**config.mk**
```make
export PLATFORM = sky130hd
export DESIGN_NAME = sfx_request_arbiter
export DESIGN_NICKNAME = d
export VERILOG_FILES = /design/src/rtl/sfx_request_arbiter.sv
export SDC_FILE = /design/constraint.sdc
export NUM_CORES = 1
export LEC_CHECK = 0
export CAP_MARGIN = 20
export CORE_ASPECT_RATIO = 2
export CORE_MARGIN = 5
export CORE_UTILIZATION = 53
export CTS_CLUSTER_SIZE = 30
export DETAILED_ROUTE_END_ITERATION = 8
export PLACE_DENSITY = 0.75
export SYNTH_ARGS = -nofsm -noshare
export SYNTH_HDL_FRONTEND = slang
export SYNTH_SLANG_ARGS = --single-unit
```
**constraint.sdc**
```tcl
create_clock -name clk -period 2.5 [get_ports clk]
set_input_delay 0.25 -clock clk [delete_from_list [all_inputs] [get_ports clk]]
set_output_delay 0.25 -clock clk [all_outputs]
set_load 0.02 [all_outputs]
```
**src/rtl/sfx_request_arbiter.sv**
```systemverilog
// ---------------------------------------------------------------------------
// sfx_request_arbiter
//
// Initiator side of the sound-effect trigger interface. Raw game-event levels
// are edge-detected into latched requests. Requests are arbitrated by fixed
// priority, where the highest index wins. Each grant sends one single-cycle
// start pulse to the matching tone-generator channel. The tone generators
// give no busy indication, so this block times each effect's play window
// itself. A short forced silence follows every completed effect.
//
// Ports:
//   clk          system clock
//   reset        synchronous, active-high reset
//   ev_in        raw event levels from game logic, synchronous to clk
//   mute         level; aborts play and discards all requests while high
//   start_pulse  one-hot, one-cycle trigger to the tone generator enables
//   active       one-hot level; the effect currently inside its play window
//   pending      latched requests that have not been granted yet
//   busy         high while playing or in the post-effect gap
// ---------------------------------------------------------------------------
module sfx_request_arbiter #(
    parameter int NUM_EV     = 4,
    parameter int DUR_CYCLES = 12500000,
    parameter int GAP_CYCLES = 25000,
    parameter int CNT_W      = 24
) (
    input  logic              clk,
    input  logic              reset,
    input  logic [NUM_EV-1:0] ev_in,
    input  logic              mute,
    output logic [NUM_EV-1:0] start_pulse,
    output logic [NUM_EV-1:0] active,
    output logic [NUM_EV-1:0] pending,
    output logic              busy
);

    localparam int IDX_W = (NUM_EV > 1) ? $clog2(NUM_EV) : 1;
    localparam logic [CNT_W-1:0] DUR_LAST = CNT_W'(DUR_CYCLES - 1);
    localparam logic [CNT_W-1:0] GAP_LAST = CNT_W'(GAP_CYCLES - 1);

    typedef enum logic [1:0] {
        IDLE,
        PLAY,
        GAP
    } state_t;

    state_t            state;
    logic [NUM_EV-1:0] prev_ev;
    logic [CNT_W-1:0]  timer;
    logic [IDX_W-1:0]  act_idx;

    logic [NUM_EV-1:0] rise;
    logic [IDX_W-1:0]  grant_idx;
    logic              any_pending;
    logic              do_grant;
    logic [NUM_EV-1:0] grant_mask;

    // Rising-edge detection and fixed-priority selection of the highest
    // pending index. The loop runs upward, so the last match is the top one.
    always_comb begin
        rise        = ev_in & ~prev_ev;
        any_pending = |pending;
        grant_idx   = '0;
        for (int i = 0; i < NUM_EV; i++) begin
            if (pending[i]) begin
                grant_idx = IDX_W'(i);
            end
        end
    end

    // Decide whether a grant happens this cycle. In PLAY only a strictly
    // higher request may preempt. A preemption is held off for one cycle
    // right after a pulse, so start_pulse can never be high two cycles in a
    // row. That case needs a higher rise landing on the grant edge itself.
    always_comb begin
        do_grant = 1'b0;
        if (!mute) begin
            case (state)
                IDLE:    do_grant = any_pending;
                PLAY:    do_grant = any_pending && (grant_idx > act_idx) &&
                                    !(|start_pulse);
                default: do_grant = 1'b0;
            endcase
        end
        grant_mask = do_grant ? (NUM_EV'(1) << grant_idx) : '0;
    end

    assign busy = (state != IDLE);

    // Main sequencer. Mute overrides everything except reset. A rise that
    // coincides with the grant of the same index re-sets the pending bit,
    // so the effect plays once more after the current one.
    always_ff @(posedge clk) begin
        if (reset) begin
            state       <= IDLE;
            prev_ev     <= ev_in;
            timer       <= '0;
            act_idx     <= '0;
            start_pulse <= '0;
            active      <= '0;
            pending     <= '0;
        end else begin
            prev_ev     <= ev_in;
            start_pulse <= '0;
            if (mute) begin
                pending <= '0;
                active  <= '0;
                timer   <= '0;
                state   <= IDLE;
            end else begin
                pending <= (pending & ~grant_mask) | rise;
                case (state)
                    IDLE: begin
                        if (do_grant) begin
                            start_pulse <= grant_mask;
                            active      <= grant_mask;
                            act_idx     <= grant_idx;
                            timer       <= '0;
                            state       <= PLAY;
                        end
                    end
                    PLAY: begin
                        if (do_grant) begin
                            start_pulse <= grant_mask;
                            active      <= grant_mask;
                            act_idx     <= grant_idx;
                            timer       <= '0;
                        end else if (timer == DUR_LAST) begin
                            active <= '0;
                            timer  <= '0;
                            state  <= GAP;
                        end else begin
                            timer <= timer + CNT_W'(1);
                        end
                    end
                    GAP: begin
                        if (timer == GAP_LAST) begin
                            timer <= '0;
                            state <= IDLE;
                        end else begin
                            timer <= timer + CNT_W'(1);
                        end
                    end
                    default: begin
                        timer <= '0;
                        state <= IDLE;
                    end
                endcase
            end
        end
    end

endmodule

```
Word level (Yosys, flattened, before mapping)
Index checks and enable logic that the tools add are counted.

Bits in registers: 44. Latch bits: 0. Memory bits (writable): 0. Bits in read-only memories: 0. Output and inout port bits: 13. Word-level logic and storage cells: 61. Memories: 0.

$add $sub $neg: 1. Multiply operators: 0. Divide/modulo/power cells: 0. Magnitude comparators: 1. Equality and inequality tests: 9. Shifts and indexed selects: 1. Muxes and demuxes: 20. Bitwise gates (word level): 8. Reduce and logical (&&, ||, !) cells: 14.

Operators with widths (count): $mux W24 (4); $pmux W24 S3 (1); $add A24 B1 Y24 const B (1); $eq A24 B15 Y1 const B (1); $eq A24 B24 Y1 const B (1); $mux W4 (4); $mux W2 (6); $reduce_or A4 Y1 (3); $and A4 B4 Y4 (2); $ne A2 B2 Y1 const B (4); $not A4 Y4 (2); $pmux W4 S2 (1); $pmux W2 S3 (1); $reduce_and A3 Y1 (2); $or A4 B4 Y4 (1); $reduce_and A4 Y1 (1); $reduce_bool A2 Y1 (2); $reduce_or A2 Y1 (2); $shl A1 B2 Y4 const A (1); $ne A3 B3 Y1 const B (1); $not A1 Y1 (3); $eq A2 B1 Y1 const B (1); $eq A2 B2 Y1 const B (1); $gt A2 B2 Y1 (1); 5 further kinds (7).

Depth between registers and ports, before layout
Word-level depth: 12. Depth in mapped cells: 11. Gate-level depth less buffers: 9.

Worst setup path after synthesis
Ideal clock, no wire load.

Kind: register to register. From: register pending[3]. To: register active[1]. Arrival: 2.196 ns. Path slack: 0.176 ns. Cell stages (with the launch flop): 11. Path buffers: 1. Period minus slack after synthesis: 2.324 ns. Path through: dfxtp_1 clkbuf_1 nor2_1 inv_1 ha_1 nand2b_1 a211o_1 nor2_1 o221ai_1 a32oi_1 nor2_1.

Longest elaborated chain between the ends: 9. Elaborated cells between the ends (all ways): 15. Classes of those cells: 1 x order compare; 2 x eq/ne; 1 x shift; 7 x mux; 4 x reduce/logical.

Ends and longest elaborated chain: from (decl) (RTL line 33) `output logic [NUM_EV-1:0] pending,`; from (signal assigned) (RTL line 111) `pending <= (pending & ~grant_mask) | rise;`; $mux W2 (*) (RTL line 65) `if (pending[i]) begin`; net grant_idx[1] (RTL line 53) `logic [IDX_W-1:0] grant_idx;`; $gt A2 B2 Y1 (RTL line 80) `PLAY: do_grant = any_pending && (grant_idx > act_idx) &&`; $logic_and A1 B1 Y1 (2 in series) (RTL line 80); $pmux W1 S2 (RTL line 78) `case (state)`; $mux W1 (RTL line 77) `if (!mute) begin`; $mux W4 (RTL line 85) `grant_mask = do_grant ? (NUM_EV'(1) << grant_idx) : '0;`; $mux W4 (on tied branches) (RTL line 123, 114); $pmux W4 S2 (RTL line 112) `case (state)`; to (signal assigned) (RTL line 116) `active <= grant_mask;`; to (signal assigned) (RTL line 125) `active <= grant_mask;`; to (decl) (RTL line 32) `output logic [NUM_EV-1:0] active,`.

The timed path passes the listed nets; every way through them passes the cells marked *. The select of a mux whose other input is x is not followed. A chain may end at the register's enable or synchronous reset.

Final worst setup path
From: register timer[14]. To: register timer[13].

Longest elaborated chain between the ends: 4. Elaborated cells between the ends (all ways): 6. Classes of those cells: 2 x eq/ne; 4 x mux.

Ends and longest elaborated chain: from (decl) (RTL line 49) `logic [CNT_W-1:0] timer;`; from (signal assigned) (RTL line 133) `timer <= timer + CNT_W'(1);`; from (signal assigned) (RTL line 141) `timer <= timer + CNT_W'(1);`; $eq A24 B24 Y1 (RTL line 128) `end else if (timer == DUR_LAST) begin`; $mux W24 (RTL line 128); $mux W24 (RTL line 123) `if (do_grant) begin`; $pmux W24 S3 (*) (RTL line 112).

Every way passes the cells marked *; elsewhere a longest branch is shown, timed or not.

==> results.toml <==
[cts]
htree_num_levels = 2
cts-root-buf = "sky130_fd_sc_hd__clkbuf_8"
numClockSinks = 44
cts.path.max_buffers = 2
cts_buffers = 5
clock_tree_from_tritoncts = "done"
clk_transition_reported_paths_ns = 0.08
clk_latency_ns = 0.29

[timing]
finalSetupViolCount = 0
rsz0062_at_grt = "false"
fin_crit_sh_pct = 93.4
actual_transition_at_the_worst_max_transition_pin_ns = 0.490
max_freq_mhz = 428
final_hold_viol_count = 0
timing.max_slew.rel_slack_pct = 67.0
finalMaxSlewViolations = 0
finClkSkew_ns = 0.00708
setup_tns_ns = 0
final_period_minus_worst_setup_slack_ns = 2.34

[worst_setup_path]
worstPathRequired_ns = 2.68
worst_ep_arrival_time_ns = 2.51
path_max_fanout = 8
critPathCaptureType = "flip-flop"
path_class = "flip-flop to flip-flop"
startpoint_type = "flip-flop"

[global_routing]
via_count_of_the_first_global_routing_pass = 2032
grt_overflow = 0
wire_length_of_the_first_global_routing_pass_um = 9230
initial_antenna_violation_count = 0
global_route.usage.total_pct = 23.0
grt_max_degree = 15

[die]
dieArea_sq_um = 5450
die-width_um = 54.8
core_area_sq_um = 3880
number_of_standard_cell_rows_in_the_floorplan = 32
floorplan.initialDensity_pct = 54.7
boundaryPins = 20
die_h_um = 99.6

[cells_and_area]
insertedDiodeCount = 0
final_common_cell = "sky130_fd_sc_hd__dfxtp_1"
area_of_the_multi_input_gates_sq_um = 1170
seq_area_sq_um = 881
highest_count_cells_in_the_layout_ignoring_fill_and_taps = "sky130_fd_sc_hd__dfxtp_1 (44), sky130_fd_sc_hd__nor2_1 (29), sky130_fd_sc_hd__nand2_1 (25)"
fraction_of_final_layout_cells_sized_beyond_drive_strength_1_pct = 10.3
final_nets = 294
num-fill-cells = 349
area_growth_syn_to_layout_pct = 20.1

[pwr]
cellPowerDensity_nw_per_um2 = 564
leakagePower_nw = 0.846
largest_voltage_drop_on_the_vdd_net_mv = 0.532
power.total_mw = 1.44

[run_status]
status = "finished clean"

[yosys]
yosys_warnings = 0
synth_seq_cells = 44
yosysTopAreaCellShare_pct = 41.4
synthCells = 254
mappedNetlistArea_sq_um = 2130
synth_ff_type = "sky130_fd_sc_hd__dfxtp_1"
yosysTopAreaCell = "sky130_fd_sc_hd__dfxtp_1"
fraction_of_registers_with_async_set_reset_pct = 0
synthTopCellsByArea = "sky130_fd_sc_hd__dfxtp_1 (41%), sky130_fd_sc_hd__nor2_1 (5.1%), sky130_fd_sc_hd__a31oi_1 (4.4%), sky130_fd_sc_hd__nand2_1 (4.4%), sky130_fd_sc_hd__a21oi_1 (3.5%)"
synth_edf_count = 0
mappedNetlistNets = 267
ys_types = 47
synth.avg_cell_area_sq_um = 8.37
seq_area_frac_synth_pct = 41.4

[route]
drt-initial-drc-count = 44
route.vias.total = 1973
antenna_left = 0
wirelength_um = 5360
detailedRoute.firstPassIterationCount = 4
via_per_inst = 5.92
wire_per_inst_um = 16.1
drc_errors = 0

[place]
place_congestion = 0.958
port_buffers = 19
detailed_place_hpwl_um = 4090

[flow_run]
drv.max_cap_violation_count = 0

[min_path]
holdCritPathClass = "primary input to flip-flop"
## path summary, 6_finish.rpt
path	from	endpoint	slack [ns]	depth (start not counted)
setup / recovery	timer[14]	timer[13]	0.16	6
hold / removal	ev_in[1]	prev_ev[1]	0.41	1
setup reg to reg	timer[14]	timer[13]	0.16	6
hold reg to reg	prev_ev[2]	pending[2]	0.49	2
## power breakdown
group | internal (mW) | leakage (nW) | switching (mW)
clock | 0.353 | 0.0645 | 0.236
combinational | 0.0560 | 0.425 | 0.0784
sequential | 0.711 | 0.357 | 0.00669
## state kept, by name (all words and copies together), names as in the netlist
| signal | flops |
|---|---|
| timer | 24 |
| prev_ev | 4 |
| state | 2 |
| start_pulse | 4 |
| pending | 4 |
| active | 4 |
| act_idx | 2 |
## cell usage after synthesis (all sizes together) (4+ instances only)
cell type and number:
xnor2 5, inv 8, o21ai 9, dfxtp 44, nand2 25, a31oi 15, nor3 9, nand2b 7
nand3 15, a21oi 15, nor2 29, clkbuf 8, ha 6, nand4 4, nor4 8
## cell families (layout without fill, tap and decap cells)
family / count (synthesis) / in the layout / share of synthesized area [%]
and+or+nand+nor: 116 / 116 / 27.6
buffers and inverters: 19 / 47 / 3.77
xor gates and xnor gates: 8 / 8 / 3.30
DFF: 44 / 44 / 41.4
muxes: 3 / 3 / 1.41
AOI/OAI and AO/OA: 58 / 58 / 19.0
adders and majority gates: 6 / 6 / 3.53
## critical path: stages, from the launching register on
cell and delay, ns:
sky130_fd_sc_hd__dfxtp_1 0.44, sky130_fd_sc_hd__or4b_1 0.46, sky130_fd_sc_hd__or4b_4 0.54, sky130_fd_sc_hd__o21a_4 0.25
sky130_fd_sc_hd__o2bb2ai_2 0.18, sky130_fd_sc_hd__o21ai_4 0.27, sky130_fd_sc_hd__nor2_1 0.08
## repair_timing
action,in CTS,in global routing
hold buffers,0,0
endpoints found under the setup margin,0,8
buffers inserted,0,0
resized for setup,0,1
## layer usage
layer | track usage, % | vias up | part of all wire, %
met3 | 4.20 | 24 | 3.4
met5 | 0 | - | 0
met2 | 40.7 | 66 | 57
met1 | 22.7 | 910 | 35
li1 | - | 973 | -
met4 | 14.2 | 0 | 5.0
## cell type report
| type | instances | share of cell area [%] |
|---|---|---|
| timing repair buffer | 31 | 11.0 |
| multi-input combinational | 191 | 45.9 |
| clock buffer | 7 | 3.77 |
| sequential | 44 | 34.5 |
| tap | 51 | 2.50 |
| clock inverter | 1 | 1.18 |
| inverter | 8 | 1.18 |
## per-stage QoR
stage / cells / hold slack (ns) / util [%] / setup slack [ns] / instance area, sq um
after global placement: 325 / 0.468 / 62.3 / 0.163 / 2420
final: 333 / 0.412 / 65.8 / 0.164 / 2550
after detailed placement: 325 / 0.478 / 62.3 / 0.118 / 2420
after global routing: 333 / 0.419 / 65.8 / 0.0312 / 2550
after CTS: 333 / 0.404 / 65.6 / 0.0846 / 2550
after floorplan: 254 / 0.278 / - / 0.176 / 2130
Power figures use the tool's default switching activity.
